## config.mk

```make
export PLATFORM = sky130hd
export DESIGN_NAME = pipe_sfcontrol_gen_flat
export DESIGN_NICKNAME = d
export VERILOG_FILES = /design/src/rtl/pipe_sfcontrol_gen_if.sv /design/src/rtl/pipe_sfcontrol_gen.sv /design/src/flat_wrapper.sv
export SDC_FILE = /design/constraint.sdc
export NUM_CORES = 1
export LEC_CHECK = 0
export BUFFER_PORTS_ARGS = -buffer_cell sky130_fd_sc_hd__buf_2
export CORE_MARGIN = 1.5
export CORE_UTILIZATION = 59
export DETAILED_ROUTE_END_ITERATION = 16
export GPL_TIMING_DRIVEN = 0
export PLACE_DENSITY = 0.84
export SLEW_MARGIN = 20
export SYNTH_ARGS = -nofsm -noshare
export SYNTH_HDL_FRONTEND = slang
export SYNTH_SLANG_ARGS = --single-unit
```

## constraint.sdc

```tcl
create_clock -name clk -period 3.4 [get_ports clk]
set_input_delay 0 -clock clk [delete_from_list [all_inputs] [get_ports clk]]
set_output_delay 0 -clock clk [all_outputs]
set_load 0.05 [all_outputs]
```

## src/rtl/pipe_sfcontrol_gen_if.sv

```systemverilog
// Control bundle between pipeline hazard sources and the stall/flush controller.
// master = request side (drives pulses/levels), slave = controller.
interface pipe_sfcontrol_gen_if #(
  parameter int NUM_STAGES = 5,
  parameter int CNT_WIDTH  = 32
);
  logic                  branch;
  logic                  trap;
  logic                  dmem_busy;
  logic                  imem_busy;
  logic                  hazard;
  logic [NUM_STAGES-1:0] stall;
  logic [NUM_STAGES-1:0] flush;
  logic                  redirect_pending;
  logic                  mem_timeout;
  logic [CNT_WIDTH-1:0]  stall_cycles;

  modport master (
    output branch, trap, dmem_busy, imem_busy, hazard,
    input  stall, flush, redirect_pending, mem_timeout, stall_cycles
  );

  modport slave (
    input  branch, trap, dmem_busy, imem_busy, hazard,
    output stall, flush, redirect_pending, mem_timeout, stall_cycles
  );
endinterface

```

## src/rtl/pipe_sfcontrol_gen.sv

```systemverilog
// Per-stage stall/flush controller for an N-stage pipeline; stall/flush are zero-latency.
// Memory/hazard stalls mask redirects, which are latched and issued once the pipe moves.
module pipe_sfcontrol_gen #(
  parameter int NUM_STAGES   = 5,
  parameter int BRANCH_STAGE = 2,
  parameter int HAZ_STAGE    = 2,
  parameter int MEM_STAGE    = 3,
  parameter int TIMEOUT      = 1024,
  parameter int CNT_WIDTH    = 32
) (
  input  logic              clk,
  input  logic              reset_n,
  pipe_sfcontrol_gen_if.slave ctl
);

  localparam int WW = $clog2(TIMEOUT + 1);

  localparam logic [0:0] ST_RUN      = 1'b0;
  localparam logic [0:0] ST_MEM_WAIT = 1'b1;

  function automatic logic [NUM_STAGES-1:0] low_mask(input int hi);
    logic [NUM_STAGES-1:0] m;
    m = '0;
    for (int s = 0; s < NUM_STAGES; s++) begin
      if (s <= hi) m[s] = 1'b1;
    end
    return m;
  endfunction

  logic [0:0]           state_q, state_d;
  logic [WW-1:0]        wait_cnt_q, wait_cnt_d;
  logic                 pend_branch_q, pend_branch_d;
  logic                 pend_trap_q, pend_trap_d;
  logic                 mem_timeout_q, mem_timeout_d;
  logic [CNT_WIDTH-1:0] stall_cnt_q, stall_cnt_d;

  logic                  eff_trap, eff_branch, blocked;
  logic [NUM_STAGES-1:0] stall_v, flush_v;

  assign eff_trap   = ctl.trap | pend_trap_q;
  assign eff_branch = (ctl.branch | pend_branch_q) & ~eff_trap;
  assign blocked    = ctl.dmem_busy | ctl.hazard | ctl.imem_busy;

  always_comb begin
    stall_v = '0;
    flush_v = '0;
    if (ctl.dmem_busy) begin
      stall_v              = low_mask(MEM_STAGE);
      flush_v[MEM_STAGE+1] = 1'b1;
    end else if (ctl.hazard) begin
      stall_v              = low_mask(HAZ_STAGE);
      flush_v[HAZ_STAGE+1] = 1'b1;
    end else if (ctl.imem_busy) begin
      stall_v[0] = 1'b1;
      flush_v[1] = 1'b1;
    end else if (eff_trap) begin
      flush_v = low_mask(MEM_STAGE);
    end else if (eff_branch) begin
      flush_v = low_mask(BRANCH_STAGE);
    end
  end

  // Pulses seen while stalled are OR-ed into the latch, so a repeat pulse is absorbed.
  always_comb begin
    pend_branch_d = pend_branch_q;
    pend_trap_d   = pend_trap_q;
    if (blocked) begin
      pend_branch_d = pend_branch_q | ctl.branch;
      pend_trap_d   = pend_trap_q | ctl.trap;
    end else if (eff_trap) begin
      pend_branch_d = 1'b0;
      pend_trap_d   = 1'b0;
    end else if (eff_branch) begin
      pend_branch_d = 1'b0;
    end
  end

  always_comb begin
    state_d    = state_q;
    wait_cnt_d = wait_cnt_q;
    case (state_q)
      ST_RUN: begin
        if (ctl.dmem_busy) begin
          state_d    = ST_MEM_WAIT;
          wait_cnt_d = WW'(1);
        end
      end
      ST_MEM_WAIT: begin
        if (ctl.dmem_busy) begin
          if (wait_cnt_q != WW'(TIMEOUT)) wait_cnt_d = wait_cnt_q + WW'(1);
        end else begin
          state_d    = ST_RUN;
          wait_cnt_d = '0;
        end
      end
      default: begin
        state_d    = ST_RUN;
        wait_cnt_d = '0;
      end
    endcase
  end

  assign mem_timeout_d = mem_timeout_q | (wait_cnt_d == WW'(TIMEOUT));

  always_comb begin
    stall_cnt_d = stall_cnt_q;
    if (stall_v[0] && (stall_cnt_q != {CNT_WIDTH{1'b1}})) stall_cnt_d = stall_cnt_q + CNT_WIDTH'(1);
  end

  always_ff @(posedge clk or negedge reset_n) begin
    if (!reset_n) begin
      state_q       <= ST_RUN;
      wait_cnt_q    <= '0;
      pend_branch_q <= 1'b0;
      pend_trap_q   <= 1'b0;
      mem_timeout_q <= 1'b0;
      stall_cnt_q   <= '0;
    end else begin
      state_q       <= state_d;
      wait_cnt_q    <= wait_cnt_d;
      pend_branch_q <= pend_branch_d;
      pend_trap_q   <= pend_trap_d;
      mem_timeout_q <= mem_timeout_d;
      stall_cnt_q   <= stall_cnt_d;
    end
  end

  assign ctl.stall            = stall_v;
  assign ctl.flush            = flush_v;
  assign ctl.redirect_pending = pend_branch_q | pend_trap_q;
  assign ctl.mem_timeout      = mem_timeout_q;
  assign ctl.stall_cycles     = stall_cnt_q;

endmodule

```

## src/flat_wrapper.sv

```systemverilog
// flat-port wrapper written by rule: the top's interface ports become plain ports
module pipe_sfcontrol_gen_flat 
#(
  parameter int NUM_STAGES   = 5,
  parameter int BRANCH_STAGE = 2,
  parameter int HAZ_STAGE    = 2,
  parameter int MEM_STAGE    = 3,
  parameter int TIMEOUT      = 1024,
  parameter int CNT_WIDTH    = 32
)
  (clk, reset_n, ctl_branch, ctl_trap, ctl_dmem_busy, ctl_imem_busy, ctl_hazard, ctl_stall, ctl_flush, ctl_redirect_pending, ctl_mem_timeout, ctl_stall_cycles);
  pipe_sfcontrol_gen_if #(.NUM_STAGES(NUM_STAGES), .CNT_WIDTH(CNT_WIDTH)) ctl_i ();
  input  logic clk;
  input  logic reset_n;
  input wire logic [$bits(ctl_i.branch)-1:0] ctl_branch;
  input wire logic [$bits(ctl_i.trap)-1:0] ctl_trap;
  input wire logic [$bits(ctl_i.dmem_busy)-1:0] ctl_dmem_busy;
  input wire logic [$bits(ctl_i.imem_busy)-1:0] ctl_imem_busy;
  input wire logic [$bits(ctl_i.hazard)-1:0] ctl_hazard;
  output wire logic [$bits(ctl_i.stall)-1:0] ctl_stall;
  output wire logic [$bits(ctl_i.flush)-1:0] ctl_flush;
  output wire logic [$bits(ctl_i.redirect_pending)-1:0] ctl_redirect_pending;
  output wire logic [$bits(ctl_i.mem_timeout)-1:0] ctl_mem_timeout;
  output wire logic [$bits(ctl_i.stall_cycles)-1:0] ctl_stall_cycles;
  assign ctl_i.branch = ctl_branch;
  assign ctl_i.trap = ctl_trap;
  assign ctl_i.dmem_busy = ctl_dmem_busy;
  assign ctl_i.imem_busy = ctl_imem_busy;
  assign ctl_i.hazard = ctl_hazard;
  assign ctl_stall = ctl_i.stall;
  assign ctl_flush = ctl_i.flush;
  assign ctl_redirect_pending = ctl_i.redirect_pending;
  assign ctl_mem_timeout = ctl_i.mem_timeout;
  assign ctl_stall_cycles = ctl_i.stall_cycles;
  pipe_sfcontrol_gen #(.NUM_STAGES(NUM_STAGES), .BRANCH_STAGE(BRANCH_STAGE), .HAZ_STAGE(HAZ_STAGE), .MEM_STAGE(MEM_STAGE), .TIMEOUT(TIMEOUT), .CNT_WIDTH(CNT_WIDTH)) u_core (.clk(clk), .reset_n(reset_n), .ctl(ctl_i));
endmodule
```

==> results.cfg <==
[global_route]
grt_pass1_vias = 2029
grt_pass1_wl_um = 9763
grt_overflow = 0
grt_start_max_net_pins = 48
grtUsageTotal = 0.2561
antenna_found_initial = 0

[yosys]
synthArstFlopShare = 1.000
syn-num-nets = 270
synth_top_family_by_area = simple AND/OR/NAND/NOR gates
ys_ff_latch = 47
ys_seq_area_frac = 0.4474
synth_edf_count = 0
synth-simple-area-share = 0.2784
synth_cell_types = 56
synthXorXnorAreaFrac = 0.1133
syn_avg_cell_area_um2 = 10.11
syn-instance-count = 260
synth-main-ff-cell = dfrtp_1
synth_fa_ha_area_frac = 0.01428
synth_compound_area_frac = 0.08853
synthMuxAreaShare = 0.008091
synthesis.area_um2 = 2629
yosysWarningCount = 0

[critical_path]
crit_arrival_ns = 2.49
cp-end-kind = flop
worst-path-buf-inv = 0
cp.required_ns = 3.59
cp_slowest_cell = or4_1
cp_slowest_stage_delay_ns = 0.58
start_kind = flop
crit_chain = ha_1 -> nand4_1 -> o221ai_2 -> o41ai_1 -> or4_1 -> o41ai_2
critPathMaxFanout = 8
critPathKind = reg -> reg
cp_top_family = simple AND/OR/NAND/NOR gates

[clock_tree]
clock_sinks = 47
cts_root_buf = clkbuf_8
clk_pin_slew_ns = 0.09
cts_tree = yes
htreeDepth = 2
cts_setup_buffers = 0
post_cts_resize_count = 0
cts_buffers = 5
max-clock-path-buffers = 2
clock_latency_ns = 0.31

[layout]
nets = 330
drive_gt1_frac = 0.2804
diodes = 0
area_delta_synth_final_pct = 18.04

[place]
io_buffers = 49
hpwlAfterDp_um = 4075
place.gp.congestion = 0.8106

[timing]
fin_skew_ns = 0.007574
period_minus_slack_ns = 2.298
timing.hold.ws_ns = 0.001643
finalMaxSlewViolations = 0
tns_ns = 0
period_share = 0.6759
setup_viol = 0
slew-limit-headroom = 0.5984
grt_setup_unrepaired = false
hold_viol_final = 0
tightest_slew_ns = 0.5969
fmax_mhz = 435.2

[power]
p_leak_uw = 0.001387
ir_drop_uv = 444.2
powerDensity_nw_per_um2 = 496.6

[job]
cap_violations = 0

[route]
vias = 2179
drt-initial-drc-count = 118
ant_nets = 0
vias_per_cell = 5.842
wire_per_inst_um = 15.54
drtPass1Iterations = 4
drcViolationCount = 0
drt-total-wl_um = 5798

[floorplanning]
ioPinCount = 51
die_h_um = 69.75
dieWidth_um = 69.75
rows = 24
initial_core_util = 0.6079
die_area_um2 = 4865
core_um2 = 4324

[worst_hold_path]
hp-class = in -> reg

[status]
outcome = complete, no violations
[per-layer routing]
| layer | vias up | GRT usage | wire (µm) |
|---|---|---|---|
| met1 | 1037 | 0.3461 | 2514 |
| met4 | 0 | 0.05769 | 55 |
| li1 | 1041 | - | - |
| met5 | - | 0 | 0 |
| met2 | 96 | 0.4209 | 2804 |
| met3 | 5 | 0.06395 | 424 |
[flip-flops by register name, summed over array words and instances, names as in the netlist]
register                 count
u_core.ctl.stall_cycles     32
u_core.wait_cnt_q           11
u_core.ctl.mem_timeout       1
u_core.pend_branch_q         1
u_core.pend_trap_q           1
u_core.state_q               1
[report_power, final]
group | internal [µW] | leakage (µW) | switching [µW] | total, µW
logic | 122 | 0.000706 | 299 | 421
clock network | 242 | 0.0000618 | 198 | 440
registers | 610 | 0.000620 | 69.2 | 680
[synthesized netlist by cell type (3+ instances only)]
| library cell | instances | area [µm²] |
|---|---|---|
| and2_1 | 5 | 31.28 |
| ha_1 | 3 | 37.54 |
| and3_1 | 4 | 25.02 |
| nand3_1 | 18 | 90.09 |
| nand3b_1 | 3 | 22.52 |
| or2_2 | 4 | 25.02 |
| nor3_1 | 5 | 25.02 |
| nor2_1 | 18 | 67.56 |
| inv_1 | 9 | 33.78 |
| and4_1 | 4 | 35.03 |
| xnor2_1 | 32 | 280.3 |
| buf_2 | 3 | 15.01 |
| a21oi_1 | 3 | 15.01 |
| buf_6 | 3 | 33.78 |
| nand4_1 | 11 | 68.82 |
| nand2_1 | 31 | 116.4 |
| dfrtp_1 | 47 | 1176 |
| buf_4 | 6 | 45.04 |
| o21ai_0 | 4 | 20.02 |
| nand4b_1 | 3 | 26.28 |
[worst min-delay path, delay by kind of cell]
| family | cells | cell delay [ns] |
|---|---|---|
| AND/OR/NAND/NOR | 2 | 0.17 |
| buffers and inverters | 1 | 0.10 |
[final timing paths]
path	start	end	slack, ns	depth (start not counted)
setup / recovery	u_core.wait_cnt_q[0]	u_core.ctl.mem_timeout	1.10	6
hold / removal	ctl_imem_busy	u_core.pend_trap_q	0.002	3
setup reg to reg	u_core.wait_cnt_q[0]	u_core.ctl.mem_timeout	1.10	6
hold reg to reg	u_core.ctl.stall_cycles[31]	u_core.ctl.stall_cycles[31]	0.49	1
max in group asynchronous	reset_n	u_core.ctl.stall_cycles[4]	2.75	2
min in group asynchronous	reset_n	u_core.ctl.stall_cycles[26]	0.25	2
[cell families (layout without fill, tap and decap cells)]
kind of cell,Yosys count,in the layout
buffers and inverters,21,82
adders and majority gates,3,3
other,1,1
and+or+nand+nor,125,125
xor gates and xnor gates,34,34
DFF,47,47
muxes,2,2
AOI/OAI and AO/OA,27,27
[cell usage in the layout (no fill, tap or decap), drive strengths merged, types with 5 or more instances in the layout]
master and instances:
and2 6, buf 61, clkbuf 6, dfrtp 47, inv 10, nand2 31, nand3 18, nand4 13
nor2 19, nor3 7, o21ai 5, xnor2 32
[layout make-up]
type	count	area [µm²]
Multi-Input combinational cell	192	1325
Sequential cell	47	1176
Clock buffer	6	82.58
Fill cell	339	1221
Tap cell	52	65.06
Inverter	9	33.78
Buffer	12	93.84
Clock inverter	2	38.79
Timing Repair Buffer	53	287.8
[timing repair]
action	CTS	global route
hold endpoints to repair	50	0
endpoints found under the setup margin	0	0
hold buffers	4	0
[per-stage QoR]
step           total power [µW]  setup WS (ns)  std cells  utilization  instance area [µm²]
5_1_grt                    1611         0.9879        373       0.7176                 3103
2_1_floorplan             997.2          1.153        260            -                 2629
3_5_place_dp               1110          1.219        361       0.6797                 2939
6_report                   1541          1.102        373       0.7176                 3103
4_1_cts                    1545          1.149        373       0.7170                 3100
3_3_place_gp               1097          1.294        361       0.6797                 2939
No activity file was read; power rests on OpenSTA's default activity.
